**config.mk**
```make
export PLATFORM = sky130hd
export DESIGN_NAME = if_fetch_buf_flat
export DESIGN_NICKNAME = d
export VERILOG_FILES = /design/src/rtl/if_fetch_buf_if.sv /design/src/rtl/if_fetch_buf.sv /design/src/flat_wrapper.sv
export SDC_FILE = /design/constraint.sdc
export NUM_CORES = 1
export LEC_CHECK = 0
export CAP_MARGIN = 20
export CORE_UTILIZATION = 40
export DETAILED_ROUTE_END_ITERATION = 10
export SYNTH_ARGS = -nofsm -noshare
export SYNTH_HDL_FRONTEND = slang
export SYNTH_SLANG_ARGS = --single-unit
```
**constraint.sdc**
```tcl
create_clock -name clk -period 2.25 [get_ports clk]
set_input_delay 0.5625 -clock clk [delete_from_list [all_inputs] [get_ports clk]]
set_output_delay 0.5625 -clock clk [all_outputs]
set_load 0.05 [all_outputs]
```
**src/rtl/if_fetch_buf_if.sv**
```systemverilog
// Fetch-buffer bus: groups the instruction-ROM port and the ID-stage
// valid/ready port of if_fetch_buf into one bundle.
// master = the fetch buffer, slave = the ROM/ID side.
interface if_fetch_buf_if #(
    parameter int ADDR_W = 16,
    parameter int INST_W = 16,
    parameter int DEPTH  = 4
);
    localparam int CNT_W = $clog2(DEPTH) + 1;

    // ROM side
    logic              rom_ce_o;
    logic [ADDR_W-1:0] rom_addr_o;
    logic [INST_W-1:0] rom_inst_i;

    // ID side
    logic              id_ready_i;
    logic              id_valid_o;
    logic [ADDR_W-1:0] id_pc_o;
    logic [INST_W-1:0] id_inst_o;
    logic [CNT_W-1:0]  count_o;

    modport master (
        output rom_ce_o,
        output rom_addr_o,
        input  rom_inst_i,
        input  id_ready_i,
        output id_valid_o,
        output id_pc_o,
        output id_inst_o,
        output count_o
    );

    modport slave (
        input  rom_ce_o,
        input  rom_addr_o,
        output rom_inst_i,
        output id_ready_i,
        input  id_valid_o,
        input  id_pc_o,
        input  id_inst_o,
        input  count_o
    );
endinterface

```
**src/rtl/if_fetch_buf.sv**
```systemverilog
// if_fetch_buf: instruction-fetch front end for mcpu.
// Holds the PC generator, drives the instruction-ROM request and buffers
// fetched {pc, inst} pairs in a DEPTH-entry FIFO that feeds ID through a
// valid/ready handshake. Supports global stall, branch redirect with flush
// and back-pressure from ID.
// Optional feature macro: IF_FETCH_BYPASS_EN -- when defined, a word fetched
// while the FIFO is empty and ID is ready goes straight to ID in the same
// cycle instead of passing through the FIFO.
module if_fetch_buf #(
    parameter int                ADDR_W   = 16,
    parameter int                INST_W   = 16,
    parameter int                DEPTH    = 4,
    parameter logic [ADDR_W-1:0] RESET_PC = '0,
    parameter logic [ADDR_W-1:0] PC_STEP  = ADDR_W'(1)
) (
    input  logic              clk,
    input  logic              rst,            // asynchronous, active low
    input  logic              stall_i,
    input  logic              branch_flag_i,
    input  logic [ADDR_W-1:0] branch_addr_i,
    if_fetch_buf_if.master    bus
);
    localparam int PTR_W = $clog2(DEPTH);
    localparam int CNT_W = $clog2(DEPTH) + 1;
    localparam int ENT_W = ADDR_W + INST_W;
    localparam logic [CNT_W-1:0] FULL = CNT_W'(DEPTH);

    // Architectural state
    logic [ADDR_W-1:0] pc_reg;
    logic [PTR_W-1:0]  rptr_reg;
    logic [PTR_W-1:0]  wptr_reg;
    logic [CNT_W-1:0]  count_reg;

    // FIFO storage: each entry is {pc, inst}; not reset, guarded by count_reg
    logic [ENT_W-1:0]  mem [DEPTH];

    // Per-cycle control
    logic              not_empty;
    logic              can_move;
    logic              fifo_pop;
    logic              fetch;
    logic              bypass;
    logic              fifo_push;
    logic [ENT_W-1:0]  head;

    // Handshake decode: branch beats stall, stall beats everything else
    always_comb begin
        not_empty = (count_reg != '0);
        can_move  = ~stall_i & ~branch_flag_i;
        fifo_pop  = not_empty & bus.id_ready_i & can_move;
        // A full FIFO can still fetch when its head leaves in the same cycle.
        // Gating with rst keeps the ROM idle while reset is held.
        fetch     = rst & can_move & ((count_reg < FULL) | fifo_pop);
`ifdef IF_FETCH_BYPASS_EN
        bypass    = fetch & ~not_empty & bus.id_ready_i;
`else
        bypass    = 1'b0;
`endif
        fifo_push = fetch & ~bypass;
        head      = mem[rptr_reg];
    end

    // Output drive: head of the FIFO, the bypassed ROM word, or zeros
    always_comb begin
        bus.rom_ce_o   = fetch;
        bus.rom_addr_o = pc_reg;
        bus.count_o    = count_reg;
        bus.id_valid_o = not_empty | bypass;
        bus.id_pc_o    = '0;
        bus.id_inst_o  = '0;
        if (not_empty) begin
            bus.id_pc_o   = head[ENT_W-1:INST_W];
            bus.id_inst_o = head[INST_W-1:0];
        end else if (bypass) begin
            bus.id_pc_o   = pc_reg;
            bus.id_inst_o = bus.rom_inst_i;
        end
    end

    // FIFO write port: capture the ROM word together with the PC that fetched it
    always_ff @(posedge clk) begin
        if (fifo_push) begin
            mem[wptr_reg] <= {pc_reg, bus.rom_inst_i};
        end
    end

    // PC, pointers and occupancy; a redirect empties the FIFO and reloads the PC
    always_ff @(posedge clk or negedge rst) begin
        if (!rst) begin
            pc_reg    <= RESET_PC;
            rptr_reg  <= '0;
            wptr_reg  <= '0;
            count_reg <= '0;
        end else if (branch_flag_i) begin
            pc_reg    <= branch_addr_i;
            rptr_reg  <= '0;
            wptr_reg  <= '0;
            count_reg <= '0;
        end else begin
            if (fetch) begin
                pc_reg <= pc_reg + PC_STEP;
            end
            if (fifo_push) begin
                wptr_reg <= wptr_reg + PTR_W'(1);
            end
            if (fifo_pop) begin
                rptr_reg <= rptr_reg + PTR_W'(1);
            end
            if (fifo_push && !fifo_pop) begin
                count_reg <= count_reg + CNT_W'(1);
            end else if (fifo_pop && !fifo_push) begin
                count_reg <= count_reg - CNT_W'(1);
            end
        end
    end
endmodule

```
**src/flat_wrapper.sv**
```systemverilog
// flat-port wrapper written by rule: the top's interface ports become plain ports
module if_fetch_buf_flat 
#(
    parameter int                ADDR_W   = 16,
    parameter int                INST_W   = 16,
    parameter int                DEPTH    = 4,
    parameter logic [ADDR_W-1:0] RESET_PC = '0,
    parameter logic [ADDR_W-1:0] PC_STEP  = ADDR_W'(1)
)
  (clk, rst, stall_i, branch_flag_i, branch_addr_i, bus_rom_ce_o, bus_rom_addr_o, bus_rom_inst_i, bus_id_ready_i, bus_id_valid_o, bus_id_pc_o, bus_id_inst_o, bus_count_o);
  if_fetch_buf_if #(.ADDR_W(ADDR_W), .INST_W(INST_W), .DEPTH(DEPTH)) bus_i ();
  input  logic clk;
  input  logic rst;
  input  logic stall_i;
  input  logic branch_flag_i;
  input  logic [ADDR_W-1:0] branch_addr_i;
  output wire logic [$bits(bus_i.rom_ce_o)-1:0] bus_rom_ce_o;
  output wire logic [$bits(bus_i.rom_addr_o)-1:0] bus_rom_addr_o;
  input wire logic [$bits(bus_i.rom_inst_i)-1:0] bus_rom_inst_i;
  input wire logic [$bits(bus_i.id_ready_i)-1:0] bus_id_ready_i;
  output wire logic [$bits(bus_i.id_valid_o)-1:0] bus_id_valid_o;
  output wire logic [$bits(bus_i.id_pc_o)-1:0] bus_id_pc_o;
  output wire logic [$bits(bus_i.id_inst_o)-1:0] bus_id_inst_o;
  output wire logic [$bits(bus_i.count_o)-1:0] bus_count_o;
  assign bus_rom_ce_o = bus_i.rom_ce_o;
  assign bus_rom_addr_o = bus_i.rom_addr_o;
  assign bus_i.rom_inst_i = bus_rom_inst_i;
  assign bus_i.id_ready_i = bus_id_ready_i;
  assign bus_id_valid_o = bus_i.id_valid_o;
  assign bus_id_pc_o = bus_i.id_pc_o;
  assign bus_id_inst_o = bus_i.id_inst_o;
  assign bus_count_o = bus_i.count_o;
  if_fetch_buf #(.ADDR_W(ADDR_W), .INST_W(INST_W), .DEPTH(DEPTH), .RESET_PC(RESET_PC), .PC_STEP(PC_STEP)) u_core (.clk(clk), .rst(rst), .stall_i(stall_i), .branch_flag_i(branch_flag_i), .branch_addr_i(branch_addr_i), .bus(bus_i));
endmodule
```
==> impl_metrics.json, run 1 <==
{
  "die-area_um2": 16200,
  "cpMostUsedCell": "buf_12",
  "cts_sinks": 151,
  "syn_inst": 361,
  "path_cells": "buf_12 -> buf_12 -> mux4_2 -> and2_4 -> buf_6",
  "tightest_slew_ns": 0.500,
  "endpoint_kind": "output port",
  "largest_reg_flops": 128,
  "setup_slack_ns": -0.254,
  "drt-total-wl_um": 13800,
  "synth_ff_type": "edfxtp_1",
  "grt_overflow": 0,
  "cp.arrival_ns": 1.94,
  "io_pins": 90,
  "drc_errors": 0,
  "netlist_area_um2": 6270,
  "drv_slew": 0,
  "max_stage_delay_ns": 0.55,
  "synth_nets": 404,
  "p_per_area_nw_per_um2": 961,
  "startpoint_type": "register",
  "grtUsageTotal_pct": 18.6,
  "vias": 3729,
  "max_flop_register": "u_core.mem",
  "synth_cell_types": 49,
  "clk_latency_ns": 0.42,
  "die_width_um": 127,
  "fin_nets": 540,
  "start_util_pct": 41.1,
  "p_total_mw": 8.46,
  "p_leak_nw": 3.16,
  "portBuffers": 89,
  "yosysMostFrequentCell": "edfxtp_1",
  "fillers": 1198,
  "cts_made_buffers": 17,
  "cts-root-buf": "clkbuf_16",
  "outcome": "finished with violations",
  "synth-edff-count": 128,
  "die_h_um": 127,
  "violations": "setup timing",
  "grt_pass1_wl_um": 21600,
  "drive_above_1_share_pct": 40.2,
  "hold_viol_final": 0,
  "async_flop_share_pct": 15.2,
  "peakVddDrop_mv": 0.440,
  "crit_type": "register to output port",
  "clk_pin_slew_ns": 0.06,
  "ant_nets": 0,
  "postCtsHoldBufs": 0,
  "antenna_found_initial": 0,
  "crit_fanout": 7,
  "syn_to_final_growth_pct": 40.3,
  "post-synth-top-area-fraction_pct": 61.3,
  "cts_buffer_depth": 2,
  "dr.pass1.iters": 4,
  "ys_ff_latch": 151,
  "ctsHtreeMaxLevel": 4,
  "required_ns": 1.69,
  "core_area_um2": 15300,
  "period_share_pct": 111,
  "n_antenna_cell": 0,
  "place_hpwl_um": 8980,
  "place_congestion": 0.800,
  "crit_family": "multiplexers",
  "seqCellArea_um2": 4430,
  "fmax_mhz": 399,
  "max_slew_margin_pct": 66.6,
  "synthTopCellsByArea": "edfxtp_1 61%, mux4_2 11%, dfrtp_1 9.2%",
  "yosys_warnings": 0,
  "critical_path_buf_inv_count": 3,
  "multi_input_area_um2": 1840,
  "rsz0062_at_grt": "yes",
  "grt_max_degree": 28,
  "slowest_stage": "mux4_2",
  "yosys.area.top_type": "edfxtp_1",
  "wl_per_cell_um": 19.2,
  "synth_common_cells": "128 x edfxtp_1, 33 x and2_1, 32 x mux4_2",
  "postSynthAreaPerCell_um2": 17.4,
  "maxCapViolations": 0,
  "clock_skew_ns": 0.00606,
  "fin_setup_tns_ns": -6.38,
  "yosysSeqAreaShare_pct": 70.4,
  "routed_via_density": 5.17,
  "dr.first_iter.drc_count": 346,
  "fp-row-count": 45,
  "hp-class": "register to register",
  "grt_pass1_vias": 3933,
  "finalSetupViolCount": 32,
  "period_minus_slack_ns": 2.50,
  "cts_tree": "yes"
}
[what timing repair did]
| action | CTS | global route |
|---|---|---|
| setup endpoints to repair | 35 | 36 |
| pin swaps | 6 | 1 |
| setup buffers | 3 | 2 |
| resized for setup | 56 | 4 |
| cloned | 3 | 0 |
[power by group]
group / internal [mW] / total, mW / leakage (nW) / switching, mW
Combinational: 0.990 / 2.22 / 1.42 / 1.23
Sequential: 3.14 / 3.24 / 1.44 / 0.0986
Clock: 1.94 / 3.00 / 0.306 / 1.05
[logic make-up after synthesis]
kind of cell	count (synthesis)	share of synthesized area, %
flip-flops	151	70.4
XOR/XNOR	2	0.279
AND/OR/NAND/NOR	101	9.55
buffers and inverters	26	1.77
adder cells (fa/ha/maj)	6	1.32
multiplexers	32	11.5
AO/OA/AOI/OAI	43	5.16
[worst register-to-register path, cell delays in order (launching register included)]
cell and delay [ns]:
dfrtp_1 0.64, nand4_1 0.25, or3_2 0.51, or4_1 0.41, nand3_1 0.10
[path summary, 6_finish.rpt]
kind                                                      start                                     to  slack [ns]  cells past startpoint
setup / recovery                 u_core.rptr_reg[0]$_DFFE_PN0P_                         bus_id_pc_o[4]       -0.25                      5
hold / removal             u_core.bus.rom_addr_o[1]$_DFFE_PN0P_   u_core.bus.rom_addr_o[1]$_DFFE_PN0P_        0.56                      2
setup reg to reg           u_core.bus.rom_addr_o[2]$_DFFE_PN0P_  u_core.bus.rom_addr_o[15]$_DFFE_PN0P_        0.27                      4
hold reg to reg            u_core.bus.rom_addr_o[1]$_DFFE_PN0P_   u_core.bus.rom_addr_o[1]$_DFFE_PN0P_        0.56                      2
max in group asynchronous                                   rst         u_core.rptr_reg[0]$_DFFE_PN0P_        1.39                      2
min in group asynchronous                                   rst   u_core.bus.rom_addr_o[2]$_DFFE_PN0P_        0.57                      2
[stage by stage]
stage,cell area [um2],cells,util (%),setup WS (ns),hold WS (ns)
after floorplan,6310,361,-,0.0154,0.267
after global placement,7880,682,51.6,-0.0901,0.530
after detailed placement,7880,682,51.6,-0.157,0.542
after CTS,8770,719,57.5,-0.271,0.557
after global routing,8800,721,57.7,-0.314,0.597
final,8800,721,57.7,-0.254,0.557
[cells in the final DEF, fill, tap and decap left out, drive strengths merged, types with 8 or more instances in the layout]
cell and instances:
nand3 9, and3 8, clkbuf 21, nor2 9, buf 93, and2 33, o21ai 8, edfxtp 128
dfrtp 23, clkdlybuf4s50 34, mux4 32, o311ai 12, nand2 17, inv 10
[metal layers]
metal / share of wire [%] / wire length, um / track usage, %
met4: 1.6 / 225 / 7.14
met3: 5.1 / 699 / 4.27
met1: 43 / 5960 / 24.4
met2: 50 / 6930 / 30.4
met5: 0 / 0 / 0
[layout make-up]
type                            count  area share (%)
Clock buffer                       21            5.34
Clock inverter                     11            1.93
Inverter                           10           0.441
Multi-Input combinational cell    184            20.9
Sequential cell                   151            50.3
Tap cell                          211            3.00
Timing Repair Buffer              133            18.1
No activity file was read; power rests on OpenSTA's default activity.
==> inputs of run 2 (changes only) <==
RECOVER_POWER = 50   (was not set)
==> impl_metrics.json, run 2 (synthesis results as in run 1) <==
{
  "required_ns": 1.69,
  "setup_slack_ns": -0.267,
  "p_total_mw": 8.44,
  "routed_via_density": 5.21,
  "drv_slew": 0,
  "vias": 3756,
  "dr.pass1.iters": 4,
  "max_stage_delay_ns": 0.55,
  "place_hpwl_um": 8980,
  "timing.hold.ws_ns": 0.559,
  "dr.first_iter.drc_count": 340,
  "r2r_cells": 4,
  "fin_setup_tns_ns": -18.34,
  "die_h_um": 127,
  "portBuffers": 89,
  "peakVddDrop_mv": 0.441,
  "grt_pass1_vias": 3933,
  "whs_path_depth": 2,
  "cp.arrival_ns": 1.95,
  "mostFrequentLayoutCells": "128 x edfxtp_1, 32 x mux4_2, 32 x buf_4",
  "drt-total-wl_um": 13900,
  "syn_to_final_growth_pct": 39.4,
  "fp-row-count": 45,
  "drive_above_1_share_pct": 38.0,
  "outcome": "finished with violations",
  "cts_buffer_depth": 2,
  "drc_errors": 0,
  "max_slew_margin_pct": 66.6,
  "ant_nets": 0,
  "ctsHtreeMaxLevel": 4,
  "start_util_pct": 41.1,
  "post-place-ws_ns": -0.157,
  "cts_made_buffers": 17,
  "tightest_slew_ns": 0.500,
  "die-area_um2": 16200,
  "wl_per_cell_um": 19.2,
  "crit_type": "primary input to output port",
  "post_dp_cell_area_um2": 7880,
  "endpoint_kind": "output port",
  "hp-class": "register to register",
  "grt_overflow": 0,
  "fin_area_um2": 8750,
  "startpoint_type": "primary input",
  "clock_skew_ns": 0.00576,
  "hold_viol_final": 0,
  "finalSetupViolCount": 166,
  "fmax_mhz": 397,
  "place_congestion": 0.800,
  "die_width_um": 127,
  "largest_reg_flops": 128,
  "clk_latency_ns": 0.42,
  "n_antenna_cell": 0,
  "cts_sinks": 151,
  "period_minus_slack_ns": 2.52,
  "antenna_found_initial": 0,
  "layout_commonest_cell": "edfxtp_1",
  "cts_tree": "yes",
  "cts-root-buf": "clkbuf_16",
  "io_pins": 90,
  "path_cells": "dlygate4sd3_1 -> nor3b_1 -> nand2_4 -> clkinvlp_2 -> buf_12",
  "max_flop_register": "u_core.mem",
  "clk_pin_slew_ns": 0.06,
  "period_share_pct": 112,
  "fin_nets": 540,
  "maxCapViolations": 0,
  "rsz0062_at_grt": "yes",
  "p_leak_nw": 3.12,
  "grt_pass1_wl_um": 21600,
  "core_area_um2": 15300,
  "slowest_stage": "dlygate4sd3_1",
  "grt_max_degree": 28,
  "crit_fanout": 3,
  "grtUsageTotal_pct": 18.6,
  "violations": "setup timing",
  "p_per_area_nw_per_um2": 965
}
==> run 2: changes by cell type in the layout (fill, tap and decap cells not counted), sizes merged <==
| cell | delta |
|---|---|
| clkdlybuf4s50 | -18 |
| clkbuf | +12 |
| clkinv | -1 |
| clkinvlp | +1 |
| buf | -12 |
| dlygate4sd3 | +18 |
==> run 2: worst max-delay path, delay by kind of cell <==
kind | cells | cell delay (ns)
AND/OR/NAND/NOR | 2 | 0.54
buffers and inverters | 3 | 0.85
==> run 2: cell type report <==
| type | instances | area, um2 |
|---|---|---|
| flip-flops and latches | 151 | 4430 |
| multi-input cells | 184 | 1830 |
| clock inverters | 11 | 170 |
| inverters | 10 | 38.8 |
| fillers | 1211 | 6510 |
| well taps | 211 | 264 |
| clock buffers | 21 | 470 |
| repair buffers | 133 | 1550 |
==> run 2: what timing repair did <==
action / CTS / global route
resized for setup: 56 / 4
gates cloned: 3 / 0
setup buffers: 3 / 2
hold buffers: 0 / 0
setup endpoints to repair: 35 / 36
pin swaps: 6 / 1
==> run 2: per-stage QoR <==
stage / instances / utilization, %
final: 721 / 57.3
after global routing: 721 / 57.3
after CTS: 719 / 57.5
after detailed placement: 682 / 51.6
after global placement: 682 / 51.6
after floorplan: 361 / -
==> run 2: worst paths after layout <==
path                                                      start                                    end  slack, ns
max in group asynchronous                                   rst         u_core.rptr_reg[0]$_DFFE_PN0P_       1.32
hold reg to reg            u_core.bus.rom_addr_o[1]$_DFFE_PN0P_   u_core.bus.rom_addr_o[1]$_DFFE_PN0P_       0.56
setup / recovery                                            rst                           bus_rom_ce_o      -0.27
hold / removal             u_core.bus.rom_addr_o[1]$_DFFE_PN0P_   u_core.bus.rom_addr_o[1]$_DFFE_PN0P_       0.56
setup reg to reg           u_core.bus.rom_addr_o[2]$_DFFE_PN0P_  u_core.bus.rom_addr_o[15]$_DFFE_PN0P_       0.30
min in group asynchronous                                   rst   u_core.bus.rom_addr_o[2]$_DFFE_PN0P_       0.64
==> run 2: power by group <==
group / internal [mW] / leakage [nW] / switching (mW)
logic: 0.967 / 1.37 / 1.23
registers: 3.14 / 1.44 / 0.0989
clock network: 1.94 / 0.306 / 1.06
total: 6.05 / 3.12 / 2.39
==> run 2: metal layers <==
| metal | global-route usage (%) | wire (um) | vias to the layer above |
|---|---|---|---|
| li1 | - | - | 1720 |
| met1 | 24.4 | 6180 | 1934 |
| met3 | 4.27 | 567 | 17 |
| met4 | 7.14 | 236 | 0 |
| met2 | 30.4 | 6890 | 85 |
| met5 | 0 | 0 | - |
